==> config.mk <==
export PLATFORM = sky130hd
export DESIGN_NAME = imm_packer_flat
export DESIGN_NICKNAME = d
export VERILOG_FILES = /design/src/rtl/imm_packer_pkg.sv /design/src/rtl/imm_packer_if.sv /design/src/rtl/imm_field_pack.sv /design/src/rtl/imm_packer.sv /design/src/flat_wrapper.sv
export SDC_FILE = /design/constraint.sdc
export NUM_CORES = 1
export LEC_CHECK = 0
export CAP_MARGIN = 15
export CORE_ASPECT_RATIO = 1.2
export CORE_UTILIZATION = 30
export DETAILED_ROUTE_END_ITERATION = 8
export SLEW_MARGIN = 10
export SYNTH_ARGS = -nofsm -noshare
export SYNTH_HDL_FRONTEND = slang
export SYNTH_HIERARCHICAL = 1
export SYNTH_SLANG_ARGS = --single-unit
==> constraint.sdc <==
create_clock -name clk -period 5.7 [get_ports clk]
set_input_delay 1.14 -clock clk [delete_from_list [all_inputs] [get_ports clk]]
set_output_delay 1.14 -clock clk [all_outputs]
set_load 0.01 [all_outputs]
==> src/rtl/imm_packer_pkg.sv <==
// Shared definitions for the immediate packer: format encodings, field placement
// constants, FSM state type and the upper-bit uniformity helper used by the range check.
package imm_pkg;

    localparam int IMM_W   = 64;
    localparam int FIELD_W = 26;

    typedef enum logic [1:0] {
        FMT_ALU = 2'b00,
        FMT_DT  = 2'b01,
        FMT_B   = 2'b10,
        FMT_CB  = 2'b11
    } imm_fmt_t;

    // Instruction bit positions occupied by each format's immediate.
    localparam int ALU_LSB  = 10;
    localparam int ALU_MSB  = 21;
    localparam int DT_LSB   = 12;
    localparam int DT_MSB   = 20;
    localparam int B_LSB    = 0;
    localparam int B_MSB    = 25;
    localparam int CB_LSB   = 5;
    localparam int CB_MSB   = 23;
    localparam int CB_SHIFT = 2;

    typedef enum logic {
        ST_RUN  = 1'b0,
        ST_HALT = 1'b1
    } state_t;

    typedef struct packed {
        logic [FIELD_W-1:0] field;
        logic [1:0]         fmt;
        logic               err;
    } packed_beat_t;

    // True when v[IMM_W-1:lo] are all zeros or all ones, i.e. v sign-extends from bit lo.
    function automatic logic upper_uniform(input logic [IMM_W-1:0] v, input int lo);
        logic ones;
        logic zeros;
        ones  = 1'b1;
        zeros = 1'b1;
        for (int i = 0; i < IMM_W; i++) begin
            if (i >= lo) begin
                ones  = ones & v[i];
                zeros = zeros & ~v[i];
            end
        end
        return ones | zeros;
    endfunction

endpackage

==> src/rtl/imm_packer_if.sv <==
// Upstream immediate stream and downstream packed-field stream of imm_packer.
// slave is the packer's view, master is the view of whatever drives and consumes it.
interface imm_packer_if;
    import imm_pkg::*;

    logic               in_valid;
    logic               in_ready;
    logic [IMM_W-1:0]   in_imm;
    logic [1:0]         in_fmt;
    logic               out_valid;
    logic               out_ready;
    logic [FIELD_W-1:0] out_field;
    logic [1:0]         out_fmt;
    logic               out_err;

    modport master (
        output in_valid, in_imm, in_fmt, out_ready,
        input  in_ready, out_valid, out_field, out_fmt, out_err
    );

    modport slave (
        input  in_valid, in_imm, in_fmt, out_ready,
        output in_ready, out_valid, out_field, out_fmt, out_err
    );

endinterface

==> src/rtl/imm_field_pack.sv <==
// Combinational packing of a 64-bit immediate into its format's instruction bits,
// with the representability check; an unrepresentable immediate yields an all-zero field.
module imm_field_pack
    import imm_pkg::*;
(
    input  logic [IMM_W-1:0]   imm,
    input  logic [1:0]         fmt,
    output logic [FIELD_W-1:0] field,
    output logic               err
);

    logic [FIELD_W-1:0] raw;

    // ALU immediates are unsigned; the address formats are signed and must sign-extend
    // from their top kept bit. Conditional branches also drop two always-zero LSBs.
    always_comb begin
        raw = '0;
        err = 1'b0;
        case (imm_fmt_t'(fmt))
            FMT_ALU: begin
                raw[ALU_MSB:ALU_LSB] = imm[ALU_MSB-ALU_LSB:0];
                err = |imm[IMM_W-1:ALU_MSB-ALU_LSB+1];
            end
            FMT_DT: begin
                raw[DT_MSB:DT_LSB] = imm[DT_MSB-DT_LSB:0];
                err = !upper_uniform(imm, DT_MSB - DT_LSB);
            end
            FMT_B: begin
                raw[B_MSB:B_LSB] = imm[B_MSB-B_LSB:0];
                err = !upper_uniform(imm, B_MSB - B_LSB);
            end
            FMT_CB: begin
                raw[CB_MSB:CB_LSB] = imm[CB_MSB-CB_LSB+CB_SHIFT:CB_SHIFT];
                err = !upper_uniform(imm, CB_MSB - CB_LSB + CB_SHIFT)
                      || (imm[CB_SHIFT-1:0] != '0);
            end
            default: begin
                raw = '0;
                err = 1'b0;
            end
        endcase
    end

    always_comb begin
        field = err ? '0 : raw;
    end

endmodule

==> src/rtl/imm_packer.sv <==
// Two-stage valid/ready immediate packer with sticky range-error reporting and optional halt.
// Define IMM_PACKER_ERRCNT_EN to add the saturating err_cnt output.
module imm_packer
    import imm_pkg::*;
#(
    parameter bit HALT_ON_ERR = 1'b1,
    parameter int CNT_W       = 8
) (
    input  logic        clk,
    input  logic        rst_n,
    imm_packer_if.slave bus,
    input  logic        err_clr,
    output logic        err_sticky
`ifdef IMM_PACKER_ERRCNT_EN
    ,
    output logic [CNT_W-1:0] err_cnt
`endif
);

    state_t             state;
    state_t             state_nxt;

    logic               s1_valid;
    logic [IMM_W-1:0]   s1_imm;
    logic [1:0]         s1_fmt;
    logic               s2_valid;
    packed_beat_t       s2_beat;

    logic [FIELD_W-1:0] pk_field;
    logic               pk_err;

    logic               s2_free;
    logic               s1_move;
    logic               s1_free;
    logic               in_fire;
    logic               new_err;

    // A stage may take new data when empty or when its occupant leaves this same cycle.
    assign s2_free = !s2_valid || bus.out_ready;
    assign s1_move = s1_valid && s2_free;
    assign s1_free = !s1_valid || s1_move;
    assign in_fire = bus.in_valid && bus.in_ready;
    assign new_err = s1_move && pk_err;

    always_ff @(posedge clk or negedge rst_n) begin
        if (!rst_n) begin
            s1_valid <= 1'b0;
            s1_imm   <= '0;
            s1_fmt   <= '0;
        end else if (in_fire) begin
            s1_valid <= 1'b1;
            s1_imm   <= bus.in_imm;
            s1_fmt   <= bus.in_fmt;
        end else if (s1_move) begin
            s1_valid <= 1'b0;
        end
    end

    imm_field_pack u_pack (
        .imm   (s1_imm),
        .fmt   (s1_fmt),
        .field (pk_field),
        .err   (pk_err)
    );

    always_ff @(posedge clk or negedge rst_n) begin
        if (!rst_n) begin
            s2_valid <= 1'b0;
            s2_beat  <= '0;
        end else if (s1_move) begin
            s2_valid      <= 1'b1;
            s2_beat.field <= pk_field;
            s2_beat.fmt   <= s1_fmt;
            s2_beat.err   <= pk_err;
        end else if (bus.out_ready) begin
            s2_valid <= 1'b0;
        end
    end

    assign bus.out_valid = s2_valid;
    assign bus.out_field = s2_beat.field;
    assign bus.out_fmt   = s2_beat.fmt;
    assign bus.out_err   = s2_beat.err;

    always_ff @(posedge clk or negedge rst_n) begin
        if (!rst_n) begin
            state <= ST_RUN;
        end else begin
            state <= state_nxt;
        end
    end

    // A fresh error outranks a simultaneous clear so it can never be silently lost.
    always_comb begin
        state_nxt = state;
        if (new_err && HALT_ON_ERR) begin
            state_nxt = ST_HALT;
        end else if (err_clr) begin
            state_nxt = ST_RUN;
        end
    end

    always_comb begin
        bus.in_ready = s1_free && (state == ST_RUN);
    end

    always_ff @(posedge clk or negedge rst_n) begin
        if (!rst_n) begin
            err_sticky <= 1'b0;
        end else if (new_err) begin
            err_sticky <= 1'b1;
        end else if (err_clr) begin
            err_sticky <= 1'b0;
        end
    end

`ifdef IMM_PACKER_ERRCNT_EN
    always_ff @(posedge clk or negedge rst_n) begin
        if (!rst_n) begin
            err_cnt <= '0;
        end else if (new_err) begin
            if (err_clr) begin
                err_cnt <= {{(CNT_W-1){1'b0}}, 1'b1};
            end else if (err_cnt != {CNT_W{1'b1}}) begin
                err_cnt <= err_cnt + 1'b1;
            end
        end else if (err_clr) begin
            err_cnt <= '0;
        end
    end
`endif

endmodule

==> src/flat_wrapper.sv <==
// flat-port wrapper written by rule: the top's interface ports become plain ports
module imm_packer_flat import imm_pkg::*;
#(
    parameter bit HALT_ON_ERR = 1'b1,
    parameter int CNT_W       = 8
)
  (clk, rst_n, err_clr, err_sticky, bus_in_valid, bus_in_imm, bus_in_fmt, bus_out_ready, bus_in_ready, bus_out_valid, bus_out_field, bus_out_fmt, bus_out_err);
  imm_packer_if bus_i ();
  input  logic clk;
  input  logic rst_n;
  input  logic err_clr;
  output logic err_sticky;
  input wire logic [$bits(bus_i.in_valid)-1:0] bus_in_valid;
  input wire logic [$bits(bus_i.in_imm)-1:0] bus_in_imm;
  input wire logic [$bits(bus_i.in_fmt)-1:0] bus_in_fmt;
  input wire logic [$bits(bus_i.out_ready)-1:0] bus_out_ready;
  output wire logic [$bits(bus_i.in_ready)-1:0] bus_in_ready;
  output wire logic [$bits(bus_i.out_valid)-1:0] bus_out_valid;
  output wire logic [$bits(bus_i.out_field)-1:0] bus_out_field;
  output wire logic [$bits(bus_i.out_fmt)-1:0] bus_out_fmt;
  output wire logic [$bits(bus_i.out_err)-1:0] bus_out_err;
  assign bus_i.in_valid = bus_in_valid;
  assign bus_i.in_imm = bus_in_imm;
  assign bus_i.in_fmt = bus_in_fmt;
  assign bus_i.out_ready = bus_out_ready;
  assign bus_in_ready = bus_i.in_ready;
  assign bus_out_valid = bus_i.out_valid;
  assign bus_out_field = bus_i.out_field;
  assign bus_out_fmt = bus_i.out_fmt;
  assign bus_out_err = bus_i.out_err;
  imm_packer #(.HALT_ON_ERR(HALT_ON_ERR), .CNT_W(CNT_W)) u_core (.clk(clk), .rst_n(rst_n), .bus(bus_i), .err_clr(err_clr), .err_sticky(err_sticky));
endmodule
== Word-level counts from Yosys, hierarchy flattened ==
Index checks and enable logic that the tools add are counted.
Storage, ports and cells
  output and inout bits: 32
  bits in read-only memories: 0
  bits in latches: 0
  input bits: 71
  memory bits (writable): 0
  logic and storage cells: 654
  memories: 0
  bits in registers: 98
Operators by class
  bitwise logic cells: 332
  shifts and indexed selects: 0
  add/sub/neg operators: 0
  reductions and logical operators: 18
  equality and inequality tests: 3
  div/mod/pow operators: 0
  muxes and demuxes: 293
  multipliers: 0
  $lt $le $gt $ge: 0
Operator list (count)
  2-to-1 mux 1 bit: 284
  bitwise AND 1 bit: 272
  NOT 1 bit: 57
  OR reduction 52 bit: 1
  case mux 9 bit (4 select lines): 1
  2-to-1 mux 26 bit: 1
  case mux 5 bit (2 select lines): 1
  nonzero test 2 bit: 4
  case mux 2 bit (3 select lines): 1
  zero test 1 bit: 5
  2-to-1 mux 5 bit: 1
  == test 2 bit, second input constant: 2
  logical AND 1 bit: 4
  case mux 1 bit (4 select lines): 1
  case mux 2 bit (2 select lines): 1
  logical OR 1 bit: 3
  bitwise OR 1 bit: 3
  case mux 1 bit (3 select lines): 1
  == test 2 x 1 -> 1 bit, second input constant: 1
  zero test 2 bit: 1
  2-to-1 mux 2 bit: 1

== Logic depth before layout (Yosys ltp) ==
  word-level depth: 117
  mapped depth: 9
  gate-level depth less buffers: 9

== Cells and area by module ==
Netlist, hierarchy kept.
Modules (own cells, without submodules)
  imm_packer: seq. area each 2452.4 µm², cells each 214, area each 3822.4 µm², times used 1
  imm_field_pack: seq. area each 0.0 µm², cells each 121, area each 847.1 µm², times used 1

== Least setup slack after synthesis ==
Ideal clock, no wire load.
  kind: input to output
  start: input port bus_out_ready
  end: output port bus_in_ready
  required time: 4.560 ns
  stages: 2
  path buffers: 0
  setup slack: 3.035 ns
  arrival time: 1.525 ns
  path through: and3b_2 -> nor2_1
Between the ends
  longest elaborated chain between the ends: 4
Ends and longest elaborated chain
  from (decl): RTL line flat_wrapper.sv:16  | input wire logic [$bits(bus_i.out_ready)-1:0] bus_out_ready;
  logical OR 1 bit: RTL line imm_packer.sv:39  | assign s2_free = !s2_valid || bus.out_ready;
  logical AND 1 bit: RTL line imm_packer.sv:40  | assign s1_move = s1_valid && s2_free;
  logical OR 1 bit: RTL line imm_packer.sv:41  | assign s1_free = !s1_valid || s1_move;
  logical AND 1 bit: RTL line imm_packer.sv:104  | bus.in_ready = s1_free && (state == ST_RUN);
  to (decl): RTL line flat_wrapper.sv:17  | output wire logic [$bits(bus_i.in_ready)-1:0] bus_in_ready;
Every way passes these cells.

== Final worst setup path ==
Ends and elaborated chain as after synthesis.

==> metrics.yaml <==
yosysUniqueCellTypes: 39
die-area_sq_um: 16100
vias: 3077
worst_pin_slew_ns: 0.899
drtAntennaViolNets: 0
layout-drive-gt1-share_pct: 28.2
critPathMaxStageDelay_ns: 0.53
reg2reg_depth: 10
fin_crit_sh_pct: 63.5
instances_no_fill: 643
path_buf_inv: 2
drt_iter0_drc: 62
grt_antenna_before_repair: 0
gr-total-overflow: 0
path_cells: "clkdlybuf4s50_1 -> and3b_2 -> nor2_1 -> clkdlybuf4s50_1"
post-route-min-period_ns: 3.62
yosysWarnings: 6
dp_cells: 629
rsz0062_at_grt: "no"
hold_violations: 0
grt_pass1_wl_mm: 16.9
worst-path-stages: 4
cp_max_fo: 3
clkLatencyLatePin_ns: 0.33
routed_via_density: 4.79
setup.worst_path.end: "bus_in_ready"
setup-tns-final_ns: 0
gp_congestion: 0.779
setup_violations: 0
cp-start-kind: "input port"
critPathCaptureType: "output pin"
clk_transition_reported_paths_ns: 0.06
hold_slack_ns: 0.502
postCtsSetupBuffers: 0
criticalPathCategory: "in2out"
cp_slowest_cell: "clkdlybuf4s50_1"
numPortBuffers: 102
hpwl_mm: 7.96
diodes: 0
cts_resized: 0
netlist_area_sq_um: 4670
clock-sinks: 98
leakage_uw: 0.00261
io_pins: 103
die_height_um: 139
syn_area_per_cell_sq_um: 13.9
hold_buffers: 0
power.density_nw_per_um2: 429
grt_usage_pct: 13.7
routed_wl_mm: 10.7
slew_headroom_pct: 40.1
cts_buffers: 9
synth_fp_nets: 406
cp.arrival_ns: 2.48
post-route-drc-count: 0
grt_max_degree: 73
maxCapViolCount: 0
regToRegEndpoint: "u_core/bus.out_err"
n_fill_cell: 1472
ys_seq_area_share_pct: 52.5
fp.dieW_um: 116
final_common_cell: "clkdlybuf4s50_1"
maxSlewViolCount: 0
first_pass_iters: 4
hold_class: "reg2reg"
rr_startpoint: "u_core/s1_imm[25]"
clockBufferDepth: 2
path_delay_family: "buffers and inverters"
grt_pass1_vias: 3177
max_freq_mhz: 276
wl_per_cell_um: 16.6
core_sq_um: 15100
rrSetupSlack_ns: 2.83
initial_core_util_pct: 31.0
layout_common_cells: "clkdlybuf4s50_1, dfrtp_1, mux2_2, mux2_4, mux2i_1"
tritoncts: "done"
ir_worst_vdd_mv: 0.160
htreeDepth: 3
ys_seq_elements: 98
cpMostUsedCell: "clkdlybuf4s50_1"
status: "completed"
skew_ns: 0.00635
fin_nets: 508
crit_required_ns: 4.56
cts_root_buf: "clkbuf_16"
fp-row-count: 49
startpoint: "bus_out_ready"
synth_cells: 335
area_growth_pct: 30.8
cell type report:
| cell class | count | area [sq um] | share of cell area [%] |
|---|---|---|---|
| flip-flops and latches | 98 | 2450 | 40.2 |
| well taps | 204 | 255 | 4.18 |
| clock inverters | 1 | 5.00 | 0.0820 |
| repair buffers | 108 | 1070 | 17.5 |
| clock buffers | 12 | 236 | 3.87 |
| multi-input cells | 215 | 2070 | 33.8 |
| inverters | 5 | 18.8 | 0.307 |
worst register-to-register path: cells and delay by family, from the launching register on:
family                 cells  cell delay [ns]
buffers and inverters      1             0.20
AOI/OAI and AO/OA          3             0.56
and+or+nand+nor            6             1.61
DFF                        1             0.39
cells in the mapped netlist:
master	instances	area share (%)
mux2i_1	23	4.9
a21boi_0	2	0.32
nor2_1	13	1.0
nand3_1	2	0.21
buf_6	8	1.9
nor4_2	1	0.27
and3_2	2	0.32
mux2_2	54	13
nor3b_2	2	0.54
and2_1	1	0.13
nor4_1	10	1.3
nand4b_1	1	0.19
a21boi_2	1	0.24
nor3_1	4	0.43
nand4_2	1	0.27
o21ai_2	1	0.19
dfrtp_1	98	53
nand2_1	9	0.72
nand2b_1	4	0.54
o221ai_1	2	0.38
nor3b_1	3	0.48
buf_2	4	0.43
o41ai_1	1	0.19
a21bo_2	1	0.21
o22a_2	1	0.21
nand4_1	14	1.9
or2_1	1	0.13
clkbuf_1	4	0.32
or4_1	4	0.64
a32o_1	1	0.21
buf_4	1	0.16
a2111oi_1	1	0.21
inv_1	5	0.40
and3b_2	1	0.21
nor2_4	1	0.24
o22ai_1	10	1.3
o21ai_0	1	0.11
mux2_4	40	13
a21oi_1	2	0.21
cells by family (layout without fill, tap and decap cells):
family | count (synthesis) | after routing | synth area share [%]
mux | 117 | 117 | 30.8
simple gates | 74 | 74 | 9.59
buf+inv | 22 | 126 | 3.24
compound gates | 24 | 24 | 3.83
flops | 98 | 98 | 52.5
metrics by stage:
step | power [uW] | worst slack (ns) | util (%) | area (sq um)
2_1_floorplan | 1860 | 3.03 | - | 4670
3_3_place_gp | 2090 | 2.10 | 38.8 | 5850
3_5_place_dp | 2130 | 2.08 | 38.8 | 5850
4_1_cts | 2650 | 2.07 | 40.4 | 6090
5_1_grt | 2790 | 2.04 | 40.5 | 6110
6_report | 2620 | 2.08 | 40.5 | 6110
state kept, by name, summed over array words and instances (netlist names):
name / count
u_core/s1_imm: 64
u_core/bus.out_field: 26
u_core/bus.out_fmt: 2
u_core/s1_fmt: 2
u_core/bus.out_err: 1
u_core/bus.out_valid: 1
u_core/s1_valid: 1
u_core/state: 1
layer usage:
metal / wire (um) / track usage (%) / vias up
met2: 5560 / 24.0 / 76
met1: 4420 / 16.4 / 1542
met4: 104 / 3.71 / 0
li1: - / - / 1450
met5: 0 / 0 / -
met3: 578 / 3.67 / 9
power breakdown:
part | internal, uW | total (uW) | switching [uW]
clock network | 288 | 513 | 225
logic | 540 | 856 | 315
registers | 957 | 1250 | 295
worst min-delay path by stage:
stage,start,end,cells past startpoint
2_1_floorplan,u_core/s1_valid,u_core/bus.out_valid,1
3_3_place_gp,u_core/bus.out_field[12],u_core/bus.out_field[12],1
3_5_place_dp,u_core/bus.out_field[24],u_core/bus.out_field[24],1
4_1_cts,u_core/bus.out_field[24],u_core/bus.out_field[24],1
5_1_grt,u_core/bus.out_field[13],u_core/bus.out_field[13],1
6_report,u_core/bus.out_field[13],u_core/bus.out_field[13],1
No activity file was read; power rests on OpenSTA's default activity.
